## src/rtl/mmio_hub.sv

```systemverilog
// Peripheral hub for the processor data port: address decode, RAM/peripheral read mux,
// Galois LFSR RNG, dot-update FIFO toward VGA, generation counter and status register.
module mmio_hub #(
  parameter int unsigned          DATA_W     = 32,
  parameter int unsigned          STAT_ADDR  = 97,
  parameter int unsigned          GEN_ADDR   = 98,
  parameter int unsigned          RNG_ADDR   = 99,
  parameter int unsigned          DOT_BASE   = 100,
  parameter int unsigned          NUM_DOTS   = 450,
  parameter int unsigned          FIFO_DEPTH = 8,
  parameter logic [DATA_W-1:0]    LFSR_TAPS  = 32'h80200003,
  parameter logic [DATA_W-1:0]    LFSR_SEED  = 32'h0000ACE1,
  parameter int unsigned          CNT_W      = 14,
  localparam int unsigned         ID_W       = $clog2(NUM_DOTS),
  localparam int unsigned         PTR_W      = $clog2(FIFO_DEPTH)
) (
  input  logic              clock,
  input  logic              reset,
  input  logic [DATA_W-1:0] addr,
  input  logic [DATA_W-1:0] wdata,
  input  logic              wren,
  input  logic [DATA_W-1:0] ram_q,
  output logic [DATA_W-1:0] q_dmem,
  input  logic              inc_gen,
  output logic              dot_valid,
  input  logic              dot_ready,
  output logic              dot_is_y,
  output logic [ID_W-1:0]   dot_id,
  output logic [DATA_W-1:0] dot_loc,
  output logic [CNT_W-1:0]  gen_count,
  output logic              fifo_overflow
);

  localparam logic [DATA_W-1:0] STAT_A = DATA_W'(STAT_ADDR);
  localparam logic [DATA_W-1:0] GEN_A  = DATA_W'(GEN_ADDR);
  localparam logic [DATA_W-1:0] RNG_A  = DATA_W'(RNG_ADDR);
  localparam logic [DATA_W-1:0] DOT_LO = DATA_W'(DOT_BASE);
  localparam logic [DATA_W-1:0] DOT_Y  = DATA_W'(DOT_BASE + NUM_DOTS);
  localparam logic [DATA_W-1:0] DOT_HI = DATA_W'(DOT_BASE + 2 * NUM_DOTS);
  localparam logic [PTR_W:0]    LVL_FULL = (PTR_W + 1)'(FIFO_DEPTH);

  typedef enum logic {SEL_RAM, SEL_PERIPH} rd_sel_e;

  typedef struct packed {
    logic              is_y;
    logic [ID_W-1:0]   id;
    logic [DATA_W-1:0] loc;
  } dot_t;

  rd_sel_e           rd_sel;
  logic [DATA_W-1:0] rd_snap, snap_next, stat_val, lfsr;
  logic              periph_hit;
  logic              in_dot, is_y;
  logic [ID_W-1:0]   id;
  logic              wr_stat, wr_gen, wr_rng;

  dot_t              mem [FIFO_DEPTH];
  dot_t              head;
  logic [PTR_W-1:0]  wr_ptr, rd_ptr;
  logic [PTR_W:0]    count;
  logic              full, empty, push_req, push_ok, pop, ovf_set;

  always_comb begin
    in_dot  = (addr >= DOT_LO) && (addr < DOT_HI);
    is_y    = addr >= DOT_Y;
    id      = ID_W'(is_y ? addr - DOT_Y : addr - DOT_LO);
    wr_stat = wren && (addr == STAT_A);
    wr_gen  = wren && (addr == GEN_A);
    wr_rng  = wren && (addr == RNG_A);
  end

  always_comb begin
    full     = count == LVL_FULL;
    empty    = count == '0;
    push_req = wren && in_dot;
    pop      = !empty && dot_ready;
    // a full FIFO still accepts a push when the head leaves on the same edge
    push_ok  = push_req && (!full || pop);
    ovf_set  = push_req && full && !pop;
  end

  always_comb begin
    stat_val              = '0;
    stat_val[DATA_W-1]    = fifo_overflow;
    stat_val[DATA_W-2]    = full;
    stat_val[DATA_W-3]    = empty;
    stat_val[PTR_W:0]     = count;
  end

  always_comb begin
    periph_hit = 1'b1;
    snap_next  = '0;
    if (addr == STAT_A)     snap_next = stat_val;
    else if (addr == GEN_A) snap_next = DATA_W'(gen_count);
    else if (addr == RNG_A) snap_next = lfsr;
    else                    periph_hit = 1'b0;
  end

  // Snapshot matches the RAM's one-cycle read latency so the mux switches in lockstep.
  always_ff @(posedge clock or negedge reset) begin
    if (!reset) begin
      rd_sel  <= SEL_RAM;
      rd_snap <= '0;
    end else begin
      rd_sel  <= periph_hit ? SEL_PERIPH : SEL_RAM;
      rd_snap <= snap_next;
    end
  end

  assign q_dmem = (rd_sel == SEL_PERIPH) ? rd_snap : ram_q;

  always_ff @(posedge clock or negedge reset) begin
    if (!reset) begin
      lfsr <= LFSR_SEED;
    end else if (wr_rng) begin
      lfsr <= (wdata == '0) ? LFSR_SEED : wdata;
    end else begin
      lfsr <= (lfsr >> 1) ^ (lfsr[0] ? LFSR_TAPS : '0);
    end
  end

  always_ff @(posedge clock or negedge reset) begin
    if (!reset) begin
      gen_count <= '0;
    end else if (wr_gen) begin
      gen_count <= wdata[CNT_W-1:0];
    end else if (inc_gen) begin
      gen_count <= gen_count + 1'b1;
    end
  end

  always_ff @(posedge clock or negedge reset) begin
    if (!reset) begin
      fifo_overflow <= 1'b0;
    end else if (ovf_set) begin
      fifo_overflow <= 1'b1;
    end else if (wr_stat && wdata[DATA_W-1]) begin
      fifo_overflow <= 1'b0;
    end
  end

  always_ff @(posedge clock) begin
    if (push_ok) mem[wr_ptr] <= '{is_y: is_y, id: id, loc: wdata};
  end

  always_ff @(posedge clock or negedge reset) begin
    if (!reset) begin
      wr_ptr <= '0;
      rd_ptr <= '0;
      count  <= '0;
    end else begin
      if (push_ok) wr_ptr <= wr_ptr + 1'b1;
      if (pop)     rd_ptr <= rd_ptr + 1'b1;
      if (push_ok && !pop)      count <= count + 1'b1;
      else if (pop && !push_ok) count <= count - 1'b1;
    end
  end

  // Head fields are forced to zero while empty so storage needs no reset.
  always_comb begin
    head      = mem[rd_ptr];
    dot_valid = !empty;
    dot_is_y  = !empty && head.is_y;
    dot_id    = empty ? '0 : head.id;
    dot_loc   = empty ? '0 : head.loc;
  end

endmodule

```

## config.mk

```make
export PLATFORM = sky130hd
export DESIGN_NAME = mmio_hub
export DESIGN_NICKNAME = d
export VERILOG_FILES = /design/src/rtl/mmio_hub.sv
export SDC_FILE = /design/constraint.sdc
export NUM_CORES = 1
export LEC_CHECK = 0
export CORE_ASPECT_RATIO = 1.25
export CORE_MARGIN = 2
export CORE_UTILIZATION = 25
export DETAILED_ROUTE_END_ITERATION = 12
export DONT_BUFFER_PORTS = 1
export PLACE_DENSITY_LB_ADDON = 0.2
export SETUP_SLACK_MARGIN = 0.02
export SLEW_MARGIN = 20
export SYNTH_ARGS = -nofsm -noshare
export SYNTH_HDL_FRONTEND = slang
export SYNTH_SLANG_ARGS = --single-unit
```

## constraint.sdc

```tcl
create_clock -name clock -period 5.9 [get_ports clock]
set_clock_uncertainty 0.05 [all_clocks]
set_input_delay 1.18 -clock clock [delete_from_list [all_inputs] [get_ports clock]]
set_output_delay 1.18 -clock clock [all_outputs]
set_load 0.1 [all_outputs]
```

# After elaboration in Yosys (flattened, before gate mapping)
# Memories as Yosys holds them, arrays and structs flattened.
# Index checks and enable logic that the tools add are counted.
dict set report classes {
  n_addsub 7
  n_lt_le_gt_ge 3
  n_eq_ne 4
  mux 22
  bitwise 1
  n_reduce_logical 23
}
# cell n
set ops {}
lappend ops {{$mux 32} 8}
lappend ops {{$eq 32x7->1 const B} 3}
lappend ops {{$ge 32x10->1 const B} 1}
lappend ops {{$ge 32x7->1 const B} 1}
lappend ops {{$logic_not 32->1} 1}
lappend ops {{$lt 32x10->1 const B} 1}
lappend ops {{$xor 31x32->32} 1}
lappend ops {{$mux 14} 2}
lappend ops {{$mux 9} 2}
lappend ops {{$add 14x1->14 const B} 1}
lappend ops {{$logic_and 1x1->1} 13}
lappend ops {{$sub 9x6->9 const B} 1}
lappend ops {{$sub 9x7->9 const B} 1}
lappend ops {{$mux 1} 8}
lappend ops {{$mux 4} 2}
lappend ops {{$add 3x1->3 const B} 2}
lappend ops {{$reduce_bool 2->1} 3}
lappend ops {{$add 4x1->4 const B} 1}
lappend ops {{$eq 4x4->1 const B} 1}
lappend ops {{$logic_not 1->1} 4}
lappend ops {{$logic_not 4->1} 1}
lappend ops {{$sub 4x1->4 const B} 1}
lappend ops {{$logic_or 1x1->1} 1}
dict set report word_totals {
  regBits 90
  mem_bits_rw 336
  input_bits 101
  output_inout_bits 90
  elab_cells 69
  mem_count 1
}
# name depth word_bits read_ports rd_ports_with_merged_regs wr line_no
set mem_list {}
lappend mem_list {mem 8 42 1 0 1 57} ;# dot_t mem [FIFO_DEPTH];

# Logic depth before layout (Yosys ltp)
# Gate-level depths: netlist of the first run.
dict set report depth {
  depth_word 9
  ltp_mapped 17
  ltp_nobuf 15
}

# Worst setup path before layout of the first run
# OpenSTA, ideal clock, no wires.
dict set report synth_path {
  path_kind {input-to-reg}
  startpoint {input addr[3]}
  endpoint {memory mem[2][0] in the netlist's numbering (enable)}
  setup_ns 0.561
  arrival_time_ns 6.965
  required_time_ns 5.289
  path_slack_ns -1.676
  stages 9
  n_path_buf 2
  path_cell_list {clkbuf_1 -> inv_1 -> ha_1 -> nand2b_1 -> o21bai_1 -> a211oi_1 -> nand3_1 -> buf_2 -> nor4b_1}
}
dict set report synth_via {
  elab_chain_cells 6
  word_cells_on_any_way 7
  classes_between {2 x order compare; 2 x mux; 3 x reduce/logical}
}
# element line_no
set synth_rtl {}
lappend synth_rtl {{from (decl)} 19} ;# input logic [DATA_W-1:0] addr,
lappend synth_rtl {{$ge 32x7->1 / $lt 32x10->1 (equally long branches)} 64} ;# in_dot = (addr >= DOT_LO) && (addr < DOT_HI);
lappend synth_rtl {{$logic_and 1x1->1 *} 64}
lappend synth_rtl {{$logic_and 1x1->1 *} 75} ;# push_req = wren && in_dot;
lappend synth_rtl {{$logic_and 1x1->1 *} 78} ;# push_ok = push_req && (!full || pop);
lappend synth_rtl {{$mux 1 *} 143} ;# if (push_ok) mem[wr_ptr] <= '{is_y: is_y, id: id, loc: wdata};
lappend synth_rtl {{$mux 1 (not written as such) *} 143}
lappend synth_rtl {{to (decl)} 57}
# Mark *: on every way between the ends. The rest lies on a longest branch, timed or not.

# Worst setup path after layout of the first run
dict set report layout_path {
  startpoint {register rd_ptr[1]}
  endpoint {output dot_loc[4]}
}
dict set report layout_via {
  elab_chain_cells 2
}
# element line_no
set layout_rtl {}
lappend layout_rtl {{from (decl)} 59} ;# logic [PTR_W-1:0] wr_ptr, rd_ptr;
lappend layout_rtl {{from (signal assigned)} 153} ;# if (pop) rd_ptr <= rd_ptr + 1'b1;
lappend layout_rtl {{$mem_v2 8x42} --}
lappend layout_rtl {{$mux 32} 165} ;# dot_loc = empty ? '0 : head.loc;
lappend layout_rtl {{to (decl)} 29} ;# output logic [DATA_W-1:0] dot_loc,
# No other way between the ends.

==> run metrics, run 1 <==
status completed; final-report max-slew violation count 0; global-route wire length before repair about 69,000 um; Die X about 240 um; PnR worst setup slack between 1000 and 1500 ps; initial antenna violation count 0; worst r2r src count[0]; pwr/cell area 503 nW/um2; worst r2r path cells 12; Routed Antenna Nets 0; Final GP Congestion approximately 0.7; Slew Limit Headroom 0.223; mean routed wirelength per cell between 20 and 25 um; count of state elements after synthesis between 400 and 500; starting density of the core 0.252; Ports 191; RSZ-0062 raised after global routing false; Synth Warn # 0; synthesized cell area approximately 18,000 um2; post-synth cell types between 50 and 60; Post-synth EDFFs between 300 and 400; Slew @ Worst Pin 1160 ps; post-place setup slack 1590 ps; # Post-CTS Setup Buffers 0; Clk pin slew, worst setup/hold paths approximately 60 ps; die area between 70,000 and 80,000 um2; H-tree depth 2; arrival time of the worst setup path about 3200 ps; Crit Path Class reg -> out; largest net degree at the start of global routing 91; asr flop ratio synth 0.211; TritonCTS clock tree built; hold_buf cts 0; share of cells above drive strength 1 0.301; Antenna Cells 0; max cap viols 0; Final setup viols 0; Static Leak between 7 and 8 nW; Final Hold Fails 0; number of vias per cell between 4 and 5; initial drt markers between 500 and 600; # DRC 0; CP required around 4700 ps; synthesized area per cell roughly 18 um2; number of global-route vias before repair ~9,600; HPWL Detailed ~29,000 um; total gr overflow 0; Tightest Hold Check Type in -> async; Tot Pwr about 0.010 W; CP Max Fanout 51; Die Y between 300 and 400 um; CTS Root Cell clkbuf_16; crit end category output port; post-layout min period ~4400 ps; post-CTS sizing 0; Max clock buf depth 3; row cnt between 100 and 150; Main synth FF type edfxtp_1; syn_nets 1,075; fin nets between 1,000 and 1,500; CTS Buf Count 46; TritonCTS Sinks ~430; Post-Syn Instances about 960; VDD IR-drop max between 0.0003 and 0.0004 V; Sum Neg Setup Slack 0 ps; TritonRoute pass-1 iters 4; Core Area between 70,000 and 80,000 um2; most frequent cells in the layout edfxtp_1, mux4_2, dfrtp_1; Setup crit start rd_ptr[1]; final period utilization 0.753; most common cell after layout, fill and taps aside edfxtp_1; maximum clock frequency ~230 MHz; all-layer global routing usage 0.129; via count approximately 9,000; element type at the critical path start flop; hold_ws between 200 and 300 ps; Area Growth Syn to Fin 16.2%; final wirelength between 40,000 and 50,000 um; sequential cell area fraction in the yosys report 0.695; worst-skew pair later-pin latency 560 ps; # port buffers 0
## state kept, by name, indices dropped and copies added (netlist names)
register,flops
rd_sel,1
fifo_overflow,1
rd_snap,32
wr_ptr,3
mem,336
gen_count,14
count,4
rd_ptr,3
lfsr,32
## layer usage
metal  part of all wire  track usage  vias up
li1                   -            -     3838
met4              0.023       0.0379        0
met3              0.058       0.0311       60
met2               0.49        0.220      246
met1               0.43        0.163     4694
met5                  0            0        -
## final timing paths
path / end / slack, ps
setup / recovery: dot_loc[4] / 1460
min in group clock: lfsr[6] / 430
hold / removal: gen_count[8] / 260
hold reg to reg: lfsr[6] / 430
setup reg to reg: count[3] / 2040
max in group asynchronous: lfsr[15] / 5350
## cell type report
| type | instances | area [um2] |
|---|---|---|
| Clock buffer | 66 | 1330 |
| Clock inverter | 20 | 208 |
| Fill cell | 6990 | 49900 |
| Inverter | 16 | 60.1 |
| Multi-Input combinational cell | 467 | 5290 |
| Sequential cell | 426 | 12400 |
| Tap cell | 943 | 1180 |
| Timing Repair Buffer | 23 | 210 |
## report_power, final
| part | switching (W) | total (W) | internal [W] |
|---|---|---|---|
| sequential | 0.000429 | 0.00376 | 0.00333 |
| clock | 0.00118 | 0.00293 | 0.00174 |
| combinational | 0.00278 | 0.00368 | 0.000902 |
## critical path, cell delays in order, from the launching register on
cell and delay, ps:
dfrtp_4 990, buf_12 340, mux4_2 250, mux2i_1 140
nor2_2 880
## stage by stage
step	util	cells	area [um2]
detailed placement	0.271	1875	19100
finish	0.293	1961	20600
CTS	0.293	1961	20600
floorplan	-	963	17800
global placement	0.271	1875	19100
global route	0.293	1961	20600
## cells in the mapped netlist (all sizes together) (2+ instances only)
library cell	count	area, um2
a21oi	6	30.0
xnor2	21	184
and4	3	26.3
or3	2	17.5
o2bb2ai	4	35.0
dfstp	8	210
a32o	3	30.0
ha	10	125
dfrtp	82	2050
a21o	2	15.0
clkbuf	27	101
a311oi	2	35.0
and3	16	100
buf	27	138
edfxtp	336	10100
inv	16	60.1
a211oi	2	15.0
nand3	7	35.0
nand4	10	77.6
nand2	14	55.1
nor2b	2	12.5
mux4	84	1890
a31oi	2	12.5
nor4b	5	43.8
xor2	9	78.8
nor3	12	60.1
o21ai	2	10.0
nor4	18	215
nand4b	2	47.6
nand2b	5	31.3
mux2	76	893
mux2i	66	661
nor2	69	259
## logic make-up after synthesis
| family | count (synthesis) | share of synthesized area |
|---|---|---|
| DFF | 426 | 0.695 |
| muxes | 226 | 0.194 |
| and+or+nand+nor | 169 | 0.0568 |
| buffers and inverters | 70 | 0.0168 |
| AOI/OAI and AO/OA | 31 | 0.0141 |
| xor gates and xnor gates | 30 | 0.0148 |
| adders and majority gates | 11 | 0.00817 |
(Power assumes the default switching activity.)
==> inputs of run 2 (changes only) <==
--- a/config.mk
+++ b/config.mk
@@ -5,6 +5,7 @@
 export SDC_FILE = /design/constraint.sdc
 export NUM_CORES = 1
 export LEC_CHECK = 0
+export ABC_AREA = 1
 export CORE_ASPECT_RATIO = 1.25
 export CORE_MARGIN = 2
 export CORE_UTILIZATION = 25
==> constraint.sdc (replaced) <==
create_clock -name clock -period 4.4 [get_ports clock]
set_clock_uncertainty 0.05 [all_clocks]
set_input_delay 0.88 -clock clock [delete_from_list [all_inputs] [get_ports clock]]
set_output_delay 0.88 -clock clock [all_outputs]
set_load 0.1 [all_outputs]
==> run metrics, run 2 <==
CTS Buf Count 44; Critical Path Sink dot_loc[9]; Post-Syn Instances ~1,600; pwr/cell area roughly 700 nW/um2; Slew @ Worst Pin 1070 ps; maximum clock frequency ~260 MHz; TritonRoute pass-1 iters 5; grt met2 use 0.243; Static Leak approximately 7.6 nW; mean routed wirelength per cell approximately 20 um; initial antenna violation count 1; TritonCTS Sinks 426; area leader, netlist edfxtp_1; met1 GRT Util 0.175; post-place setup slack between 900 and 1000 ps; syn_nets around 1,700; worst r2r src count[0]; crit end category output port; Core Area 72,000 um2; Compound-Gate Fraction of Synth Area 0.109; H-tree depth 2; post-synth top area share 0.555; Die X roughly 250 um; most numerous cell in the Yosys netlist nor2_1; Routed Antenna Nets 0; Tightest Hold Check Type in -> async; VDD IR-drop max ~0.00049 V; CP required ~3500 ps; Slew Limit Headroom 0.285; Ports approximately 190; max FFs per register about 340; final period utilization 0.860; CP Max Fanout 25; Final Hold Fails 0; count of state elements after synthesis approximately 430; post-layout min period between 3000 and 4000 ps; Sum Neg Setup Slack 0 ps; Clk pin slew, worst setup/hold paths roughly 70 ps; synthesized area per cell between 10 and 15 um2; post-synth cell types 37; die area ~75,000 um2; total gr overflow 0; Post-synth EDFFs roughly 340; all-layer global routing usage 0.140; Max clock buf depth 3; hold_buf cts 1; post-synthesis xor/xnor area fraction 0.0135; most instantiated cells after synthesis nor2_1, edfxtp_1, o21ai_0, nand2_1, inv_1; Main synth FF type edfxtp_1; largest family of logic cells by synthesized area simple AND/OR/NAND/NOR gates; most frequent cells in the layout edfxtp_1, nor2_1, o21ai_0; adder-cell area share of the yosys netlist 0.00798; row cnt 110; asr flop ratio synth 0.211; status completed; worst-skew pair later-pin latency 560 ps; via count 12,100; TritonCTS clock tree built; GRT Max-Usage Layer met2; Final setup viols 0; R2R Setup Slk 1710 ps; mux cell area share after synthesis 0.0198; RSZ-0062 raised after global routing false; grt met3 use 0.0263; post-CTS sizing 0; Top reg by flops mem; # Post-CTS Setup Buffers 0; global-route wire length before repair ~80,000 um; Synth Warn # 0; final-report max-slew violation count 0; final wirelength between 50,000 and 60,000 um; top post-synthesis cells by area edfxtp_1, dfrtp_1, nor2_1; PnR worst setup slack approximately 620 ps; CTS Root Cell clkbuf_16; largest net degree at the start of global routing 141; fin nets 1,754; Final GP Congestion ~0.77; starting density of the core 0.253; number of global-route vias before repair between 10,000 and 15,000; sequential cell area fraction in the yosys report 0.679; Die Y around 300 um; share of cells above drive strength 1 0.160; max cap viols 0; HPWL Detailed approximately 33,000 um; # DRC 0; Area Growth Syn to Fin 17.8%; synthesized cell area 18,200 um2; element type at the critical path start flop; most common cell after layout, fill and taps aside edfxtp_1; Simple-Gate Fraction of Synth Area 0.127; Setup crit start rd_ptr[1]; number of vias per cell about 4.6; initial drt markers between 600 and 700; arrival time of the worst setup path roughly 2900 ps; Reg2Reg Capture Point count[3]; worst r2r path cells 15; Crit Path Class reg -> out; # port buffers 0; biggest regs mem (336), lfsr (32), rd_snap (32)
## run 2: cell count changes in the layout (fill, tap and decap cells not counted), sizes merged, moves of 54 or more
cell,previous run,this run
o21ai,2,260
mux4,84,0
nand2,14,152
nor2,69,346
o22ai,1,55
mux2i,66,0
inv,16,100
## run 2: cells by family after synthesis
logic type      Yosys count
flops                   426
fa+ha+maj                11
mux                      32
simple gates            561
buf+inv                 188
compound gates          363
xor+xnor                 28
## run 2: layout make-up
cell class / count / area [um2]
diodes: 1 / 2.50
fillers: 7282 / 50600
clock inverters: 23 / 193
inverters: 99 / 379
repair buffers: 76 / 711
clock buffers: 57 / 1160
flip-flops and latches: 426 / 12400
well taps: 952 / 1190
multi-input cells: 995 / 5430
## run 2: worst max-delay path, stage by stage, from the launching register on
cell and delay, ps:
dfrtp_2 410, inv_2 420, buf_4 410, o21ai_0 150, o22ai_1 160, o21ai_0 130
a31oi_2 230, buf_4 340
## run 2: worst min-delay path by stage
stage	start	end	slack, ps	cells after the start
2_1_floorplan	lfsr[17]	lfsr[16]	400	2
3_3_place_gp	lfsr[18]	lfsr[17]	430	2
3_5_place_dp	lfsr[28]	lfsr[27]	430	2
4_1_cts	reset	lfsr[15]	70	0
5_1_grt	reset	lfsr[15]	80	0
6_report	reset	lfsr[15]	110	0
## run 2: through the flow
step / power (W) / instances / instance area [um2] / hold slack, ps / util
6_report: 0.0154 / 2629 / 21400 / 106 / 0.298
4_1_cts: 0.0157 / 2628 / 21400 / 68.2 / 0.298
3_3_place_gp: 0.0121 / 2547 / 20000 / 426 / 0.278
3_5_place_dp: 0.0121 / 2547 / 20000 / 427 / 0.278
5_1_grt: 0.0162 / 2629 / 21400 / 77.8 / 0.298
2_1_floorplan: 0.0100 / 1609 / 18200 / 403 / -
## run 2: report_power, final
group | switching [W] | internal, W
logic | 0.00561 | 0.00165
registers | 0.000133 | 0.00448
clock network | 0.00159 | 0.00199
total | 0.00733 | 0.00812
## run 2: metal layers
layer	vias up	share of wire
li1	5693	-
met1	5979	0.42
met2	306	0.49
met3	73	0.058
met4	0	0.026
met5	-	0
